### config.mk
export PLATFORM = sky130hd
export DESIGN_NAME = fir_stream_if
export DESIGN_NICKNAME = d
export VERILOG_FILES = /design/src/rtl/fir_stream_if.sv
export SDC_FILE = /design/constraint.sdc
export NUM_CORES = 1
export LEC_CHECK = 0
export CORE_MARGIN = 4
export CORE_UTILIZATION = 30
export CTS_BUF_LIST = sky130_fd_sc_hd__clkbuf_2
export CTS_CLUSTER_SIZE = 10
export DETAILED_ROUTE_END_ITERATION = 16
export SLEW_MARGIN = 5
export SYNTH_ARGS = -nofsm -noshare
export SYNTH_HDL_FRONTEND = slang
export SYNTH_SLANG_ARGS = --single-unit
### constraint.sdc
create_clock -name clk -period 2.5 [get_ports clk]
set_input_delay 0.5 -clock clk [delete_from_list [all_inputs] [get_ports clk]]
set_output_delay 0.5 -clock clk [all_outputs]
set_load 0.02 [all_outputs]
### src/rtl/fir_stream_if.sv
// fir_stream_if
//   Streaming front/back end for the 5-phase FIR controller.
//   - Input side: buffers upstream samples in a small FIFO and presents the
//     head sample on x for one whole filter frame.
//   - Output side: captures the controller result y in S5 and holds it on a
//     valid/ready output stream.
//   - Tracks the controller phase from its strobes and flags sequencing
//     errors, underrun (S5 with nothing to feed) and overrun (an unaccepted
//     result overwritten).
//
// Ports
//   clk, reset          clock, asynchronous active-low reset
//   s_data/s_valid/s_ready   upstream sample stream
//   x0s, x10s           controller strobes (S1, S3)
//   y                   controller result, valid in S5
//   x                   sample presented to the controller
//   m_data/m_valid/m_ready   filtered output stream
//   locked              phase tracker locked
//   underrun, overrun, seq_err   sticky status, cleared only by reset
//
// Phase tracker states
//   state  | meaning
//   UNLOCK | waiting for x0s to mark S1; ph held at 0
//   LOCK   | ph counts S1..S5 (0..4); strobes checked every cycle

module fir_stream_if #(
    parameter int DW       = 8,
    parameter int IN_DEPTH = 4
) (
    input  logic          clk,
    input  logic          reset,
    input  logic [DW-1:0] s_data,
    input  logic          s_valid,
    output logic          s_ready,
    input  logic          x0s,
    input  logic          x10s,
    input  logic [DW-1:0] y,
    output logic [DW-1:0] x,
    output logic [DW-1:0] m_data,
    output logic          m_valid,
    input  logic          m_ready,
    output logic          locked,
    output logic          underrun,
    output logic          overrun,
    output logic          seq_err
);

    localparam int AW = (IN_DEPTH > 1) ? $clog2(IN_DEPTH) : 1;
    localparam int CW = AW + 1;

    localparam logic [CW-1:0] DEPTH_C = CW'(IN_DEPTH);
    localparam logic [CW-1:0] CNT_ONE = CW'(1);
    localparam logic [AW-1:0] PTR_ONE = AW'(1);
    localparam logic [2:0]    PH_S1   = 3'd0;
    localparam logic [2:0]    PH_S3   = 3'd2;
    localparam logic [2:0]    PH_S5   = 3'd4;

    typedef enum logic {
        UNLOCK = 1'b0,
        LOCK   = 1'b1
    } state_t;

    state_t        state_q, state_d;
    logic [2:0]    ph_q, ph_d;

    logic [DW-1:0] mem_q [IN_DEPTH];
    logic [AW-1:0] rd_ptr_q, rd_ptr_d;
    logic [AW-1:0] wr_ptr_q, wr_ptr_d;
    logic [CW-1:0] count_q, count_d;
    logic          s_ready_q, s_ready_d;

    logic          pending_q, pending_d;
    logic [DW-1:0] m_data_q, m_data_d;
    logic          m_valid_q, m_valid_d;

    logic          underrun_q, underrun_d;
    logic          overrun_q, overrun_d;
    logic          seq_err_q, seq_err_d;

    logic          check_ok;
    logic          seq_fail;
    logic          s5;
    logic          push;
    logic          pop;
    logic          emit;
    logic          fifo_nonempty;

    assign fifo_nonempty = (count_q != '0);
    assign push          = s_valid && s_ready_q;

    // Phase tracker and all frame-level decisions.
    always_comb begin
        state_d  = state_q;
        ph_d     = ph_q;
        seq_fail = 1'b0;
        s5       = 1'b0;
        check_ok = (x0s == (ph_q == PH_S1)) && (x10s == (ph_q == PH_S3));

        case (state_q)
            UNLOCK: begin
                if (x0s) begin
                    // This cycle is S1, so the next one is S2.
                    state_d = LOCK;
                    ph_d    = 3'd1;
                end else begin
                    ph_d = PH_S1;
                end
            end
            LOCK: begin
                if (!check_ok) begin
                    // The failing cycle is not reconsidered as an S1 candidate.
                    seq_fail = 1'b1;
                    state_d  = UNLOCK;
                    ph_d     = PH_S1;
                end else begin
                    s5   = (ph_q == PH_S5);
                    ph_d = (ph_q == PH_S5) ? PH_S1 : ph_q + 3'd1;
                end
            end
            default: begin
                state_d = UNLOCK;
                ph_d    = PH_S1;
            end
        endcase
    end

    assign pop  = s5 && fifo_nonempty;
    assign emit = s5 && pending_q;

    // Input FIFO bookkeeping.
    always_comb begin
        rd_ptr_d = rd_ptr_q;
        wr_ptr_d = wr_ptr_q;
        count_d  = count_q;

        if (push) begin
            wr_ptr_d = wr_ptr_q + PTR_ONE;
        end
        if (pop) begin
            rd_ptr_d = rd_ptr_q + PTR_ONE;
        end

        case ({push, pop})
            2'b10:   count_d = count_q + CNT_ONE;
            2'b01:   count_d = count_q - CNT_ONE;
            default: count_d = count_q;
        endcase

        s_ready_d = (count_d != DEPTH_C);
    end

    // Output capture and sticky status.
    always_comb begin
        pending_d  = pending_q;
        m_data_d   = m_data_q;
        m_valid_d  = m_valid_q;
        underrun_d = underrun_q;
        overrun_d  = overrun_q;
        seq_err_d  = seq_err_q;

        if (seq_fail) begin
            seq_err_d = 1'b1;
            pending_d = 1'b0;
        end else if (s5) begin
            // pending says whether the word the controller just filtered was a
            // real sample; it is refreshed at the end of every locked S5.
            pending_d = fifo_nonempty;
            if (!fifo_nonempty) begin
                underrun_d = 1'b1;
            end
        end

        if (emit) begin
            m_data_d  = y;
            m_valid_d = 1'b1;
            if (m_valid_q && !m_ready) begin
                overrun_d = 1'b1;
            end
        end else if (m_valid_q && m_ready) begin
            m_valid_d = 1'b0;
        end
    end

    always_ff @(posedge clk or negedge reset) begin
        if (!reset) begin
            state_q    <= UNLOCK;
            ph_q       <= PH_S1;
            rd_ptr_q   <= '0;
            wr_ptr_q   <= '0;
            count_q    <= '0;
            s_ready_q  <= 1'b1;
            pending_q  <= 1'b0;
            m_data_q   <= '0;
            m_valid_q  <= 1'b0;
            underrun_q <= 1'b0;
            overrun_q  <= 1'b0;
            seq_err_q  <= 1'b0;
        end else begin
            state_q    <= state_d;
            ph_q       <= ph_d;
            rd_ptr_q   <= rd_ptr_d;
            wr_ptr_q   <= wr_ptr_d;
            count_q    <= count_d;
            s_ready_q  <= s_ready_d;
            pending_q  <= pending_d;
            m_data_q   <= m_data_d;
            m_valid_q  <= m_valid_d;
            underrun_q <= underrun_d;
            overrun_q  <= overrun_d;
            seq_err_q  <= seq_err_d;
        end
    end

    // Storage needs no reset: the count gates every read of it.
    always_ff @(posedge clk) begin
        if (push) begin
            mem_q[wr_ptr_q] <= s_data;
        end
    end

    // Head only moves on a pop, so x is stable for the whole frame.
    assign x        = ((state_q == LOCK) && fifo_nonempty) ? mem_q[rd_ptr_q] : '0;
    assign s_ready  = s_ready_q;
    assign m_data   = m_data_q;
    assign m_valid  = m_valid_q;
    assign locked   = (state_q == LOCK);
    assign underrun = underrun_q;
    assign overrun  = overrun_q;
    assign seq_err  = seq_err_q;

endmodule

==> flow_summary.json <==
{
  "fin_nets": 245,
  "synth_area_leaders": "edfxtp_1 (39%), dfrtp_1 (25%), mux4_2 (7.4%), mux2_4 (4.9%), ha_1 (4.1%)",
  "synth_warnings": 0,
  "via_count": 1415,
  "period_needed_ns": 2.39,
  "ir_worst_vdd_uv": 231,
  "synth_cell_types": 32,
  "hold_viol_final": 0,
  "tightest_slew_ns": 0.528,
  "synth_compound_area_frac": 0.0205,
  "dp_hpwl_um": 3220,
  "synth_top_area_frac": 0.394,
  "totalWireLength_um": 4360,
  "die-area_um2": 9630,
  "power.leakage_nw": 1.33,
  "ant_nets": 0,
  "coreArea_um2": 7810,
  "crit_chain": "buf_6, mux4_2, and3_1, clkdlybuf4s15_2",
  "synth.area.mux_share": 0.132,
  "drtPass1Iterations": 4,
  "worst_path_max_delay_cell": "mux4_2",
  "power_mw": 2.22,
  "die_h_um": 98.1,
  "cts_sinks": 57,
  "wl_per_cell_um": 13.6,
  "synth_top_family_by_area": "multiplexers",
  "end_kind": "output port",
  "drc": 0,
  "place_congestion": 0.777,
  "numCtsBuffers": 9,
  "dpl.cell_count": 304,
  "path_clk_slew_ns": 0.15,
  "cts_hold_buf": 0,
  "synth_nets": 182,
  "regToRegSetupSlack_ns": 0.21,
  "synthArstFlopShare": 0.439,
  "die_w_um": 98.1,
  "rows": 32,
  "fin_worst_skew_ns": 0.0145,
  "cts_tree": "yes",
  "numPortBuffers": 43,
  "synth_edf_count": 32,
  "cts_max_level": 3,
  "crit_fanout": 4,
  "required_ns": 2.00,
  "critPathMaxStageDelay_ns": 0.48,
  "hp-class": "primary input to async pin",
  "synth_area_per_cell_um2": 16.1,
  "ys_seq_area_frac": 0.652,
  "grt_pass1_vias": 1524,
  "io_pins": 44,
  "grt_max_degree": 26,
  "synth-simple-area-share": 0.104,
  "outcome": "complete, no violations",
  "setup_viol": 0,
  "synthXorXnorAreaFrac": 0.0252,
  "grt_pass1_wl_um": 7360,
  "cp_data_arrival_time_ns": 1.89,
  "synth_most_common_cell": "edfxtp_1",
  "synth_top_flop_cell": "edfxtp_1",
  "drv_slew": 0,
  "drive_gt1_frac": 0.248,
  "synth_top_cell_by_area": "edfxtp_1",
  "grt_overflow": 0,
  "worstSetupStartpointType": "register",
  "area_growth_pct": 29.0,
  "slew_headroom": 0.646,
  "antenna_cells": 0,
  "period_share": 0.955,
  "cap_violations": 0,
  "synth_cells": 151,
  "post_drt_via_cell_ratio": 4.42,
  "syn_area_um2": 2440,
  "clock_latency_ns": 0.44,
  "synthAdderAreaFrac": 0.0493,
  "drt_iter0_drc": 56,
  "clockBufferDepth": 2,
  "max_freq_ghz": 0.419,
  "power_density_nw_per_um2": 707,
  "grtUsageTotal": 0.0997,
  "rsz0062_at_grt": "false",
  "fill_cells": 744,
  "criticalPathCategory": "register to output port",
  "fin_cells": 320,
  "cts_root_buf": "clkbuf_2",
  "ys_ff_latch": 57,
  "initial_core_util": 0.312,
  "antenna_found_initial": 0,
  "synth_commonest_cells": "edfxtp_1 (32), dfrtp_1 (24), and3_1 (12), nand2_1 (10), inv_1 (9)"
}
## power by group
group	internal [mW]	leakage, nW	switching (mW)	total, mW
clock network	0.212	0.0617	0.292	0.504
registers	1.16	0.620	0.0737	1.23
logic	0.204	0.652	0.282	0.486
total	1.57	1.33	0.648	2.22
## timing repair
item / CTS / global route
buffers inserted: 0 / 1
gates cloned: 0 / 0
resized for setup: 22 / 9
setup endpoints to repair: 8 / 9
## worst paths after layout
kind | from | end | cells past startpoint
worst max-delay path | rd_ptr_q[0] | x[0] | 4
worst min-delay path | reset | rd_ptr_q[0] | 2
worst max register to register | ph_q[0] | s_ready | 11
worst min register to register | underrun | underrun | 1
max in group asynchronous | reset | s_ready | 2
min in group clk | underrun | underrun | 1
## state kept, by name, summed over array words and instances, names as in the netlist
signal,cells
count_q,3
locked,1
m_data,8
m_valid,1
mem_q,32
overrun,1
pending_q,1
ph_q,3
rd_ptr_q,2
s_ready,1
seq_err,1
underrun,1
wr_ptr_q,2
## layer usage
| layer | vias up | routed length (µm) | GRT usage |
|---|---|---|---|
| li1 | 678 | - | - |
| met1 | 702 | 1870 | 0.114 |
| met2 | 26 | 2260 | 0.164 |
| met3 | 9 | 137 | 0.0264 |
| met4 | 0 | 95 | 0.0671 |
| met5 | - | 0 | 0 |
## cell usage in the layout (no fill, tap or decap)
cell             count
nand4bb_1            1
clkdlybuf4s15_2      1
nand2_1             10
clkinv_2             1
mux2i_1              1
clkbuf_2            12
mux2_2               1
o21ai_0              3
and3_1              12
nor2_1               7
buf_6                2
edfxtp_1            32
nand4bb_4            1
buf_2                4
o22ai_1              2
bufinv_16            1
buf_4                9
dfrtp_1             24
fa_1                 1
inv_1                9
nand3b_1             1
mux4_2               8
or2_2                2
or3_1                1
a21o_1               1
xor2_1               4
dfstp_2              1
clkdlybuf4s50_1     35
nor3_4               1
o21bai_1             1
o21a_1               1
nor3_1               2
nand2_4              1
nor2_4               1
nand2b_1             1
clkinv_1             4
ha_1                 8
xnor2_1              3
mux2_4               8
## cells by family after synthesis
group	after synthesis
xor gates and xnor gates	7
muxes	18
and+or+nand+nor	41
adders and majority gates	9
buffers and inverters	11
DFF	57
AOI/OAI and AO/OA	8
## area by class of cell
type	instances	area (µm²)	share of cell area
repair buffers	54	487	0.155
clock inverters	6	50.0	0.0159
flip-flops and latches	57	1590	0.505
multi-input cells	83	812	0.258
clock buffers	9	45.0	0.0143
inverters	9	33.8	0.0107
well taps	102	128	0.0406
## stage by stage
stage	hold WS [ns]	utilization	area [µm²]	setup TNS (ns)	worst slack, ns
after floorplan	0.204	-	2440	0	0.215
after global placement	0.444	0.392	3060	-0.0951	-0.0767
after detailed placement	0.448	0.392	3060	-0.243	-0.155
after CTS	0.367	0.405	3170	0	0.00250
after global routing	0.387	0.403	3140	0	0.00387
final	0.400	0.403	3140	0	0.111
## worst max-delay path, delay by kind of cell, from the launching register on
| family | cells | cell delay (ns) |
|---|---|---|
| flops | 1 | 0.40 |
| simple gates | 1 | 0.19 |
| buf+inv | 2 | 0.39 |
| mux | 1 | 0.48 |
Note: power is estimated with default switching activity, not from simulation.
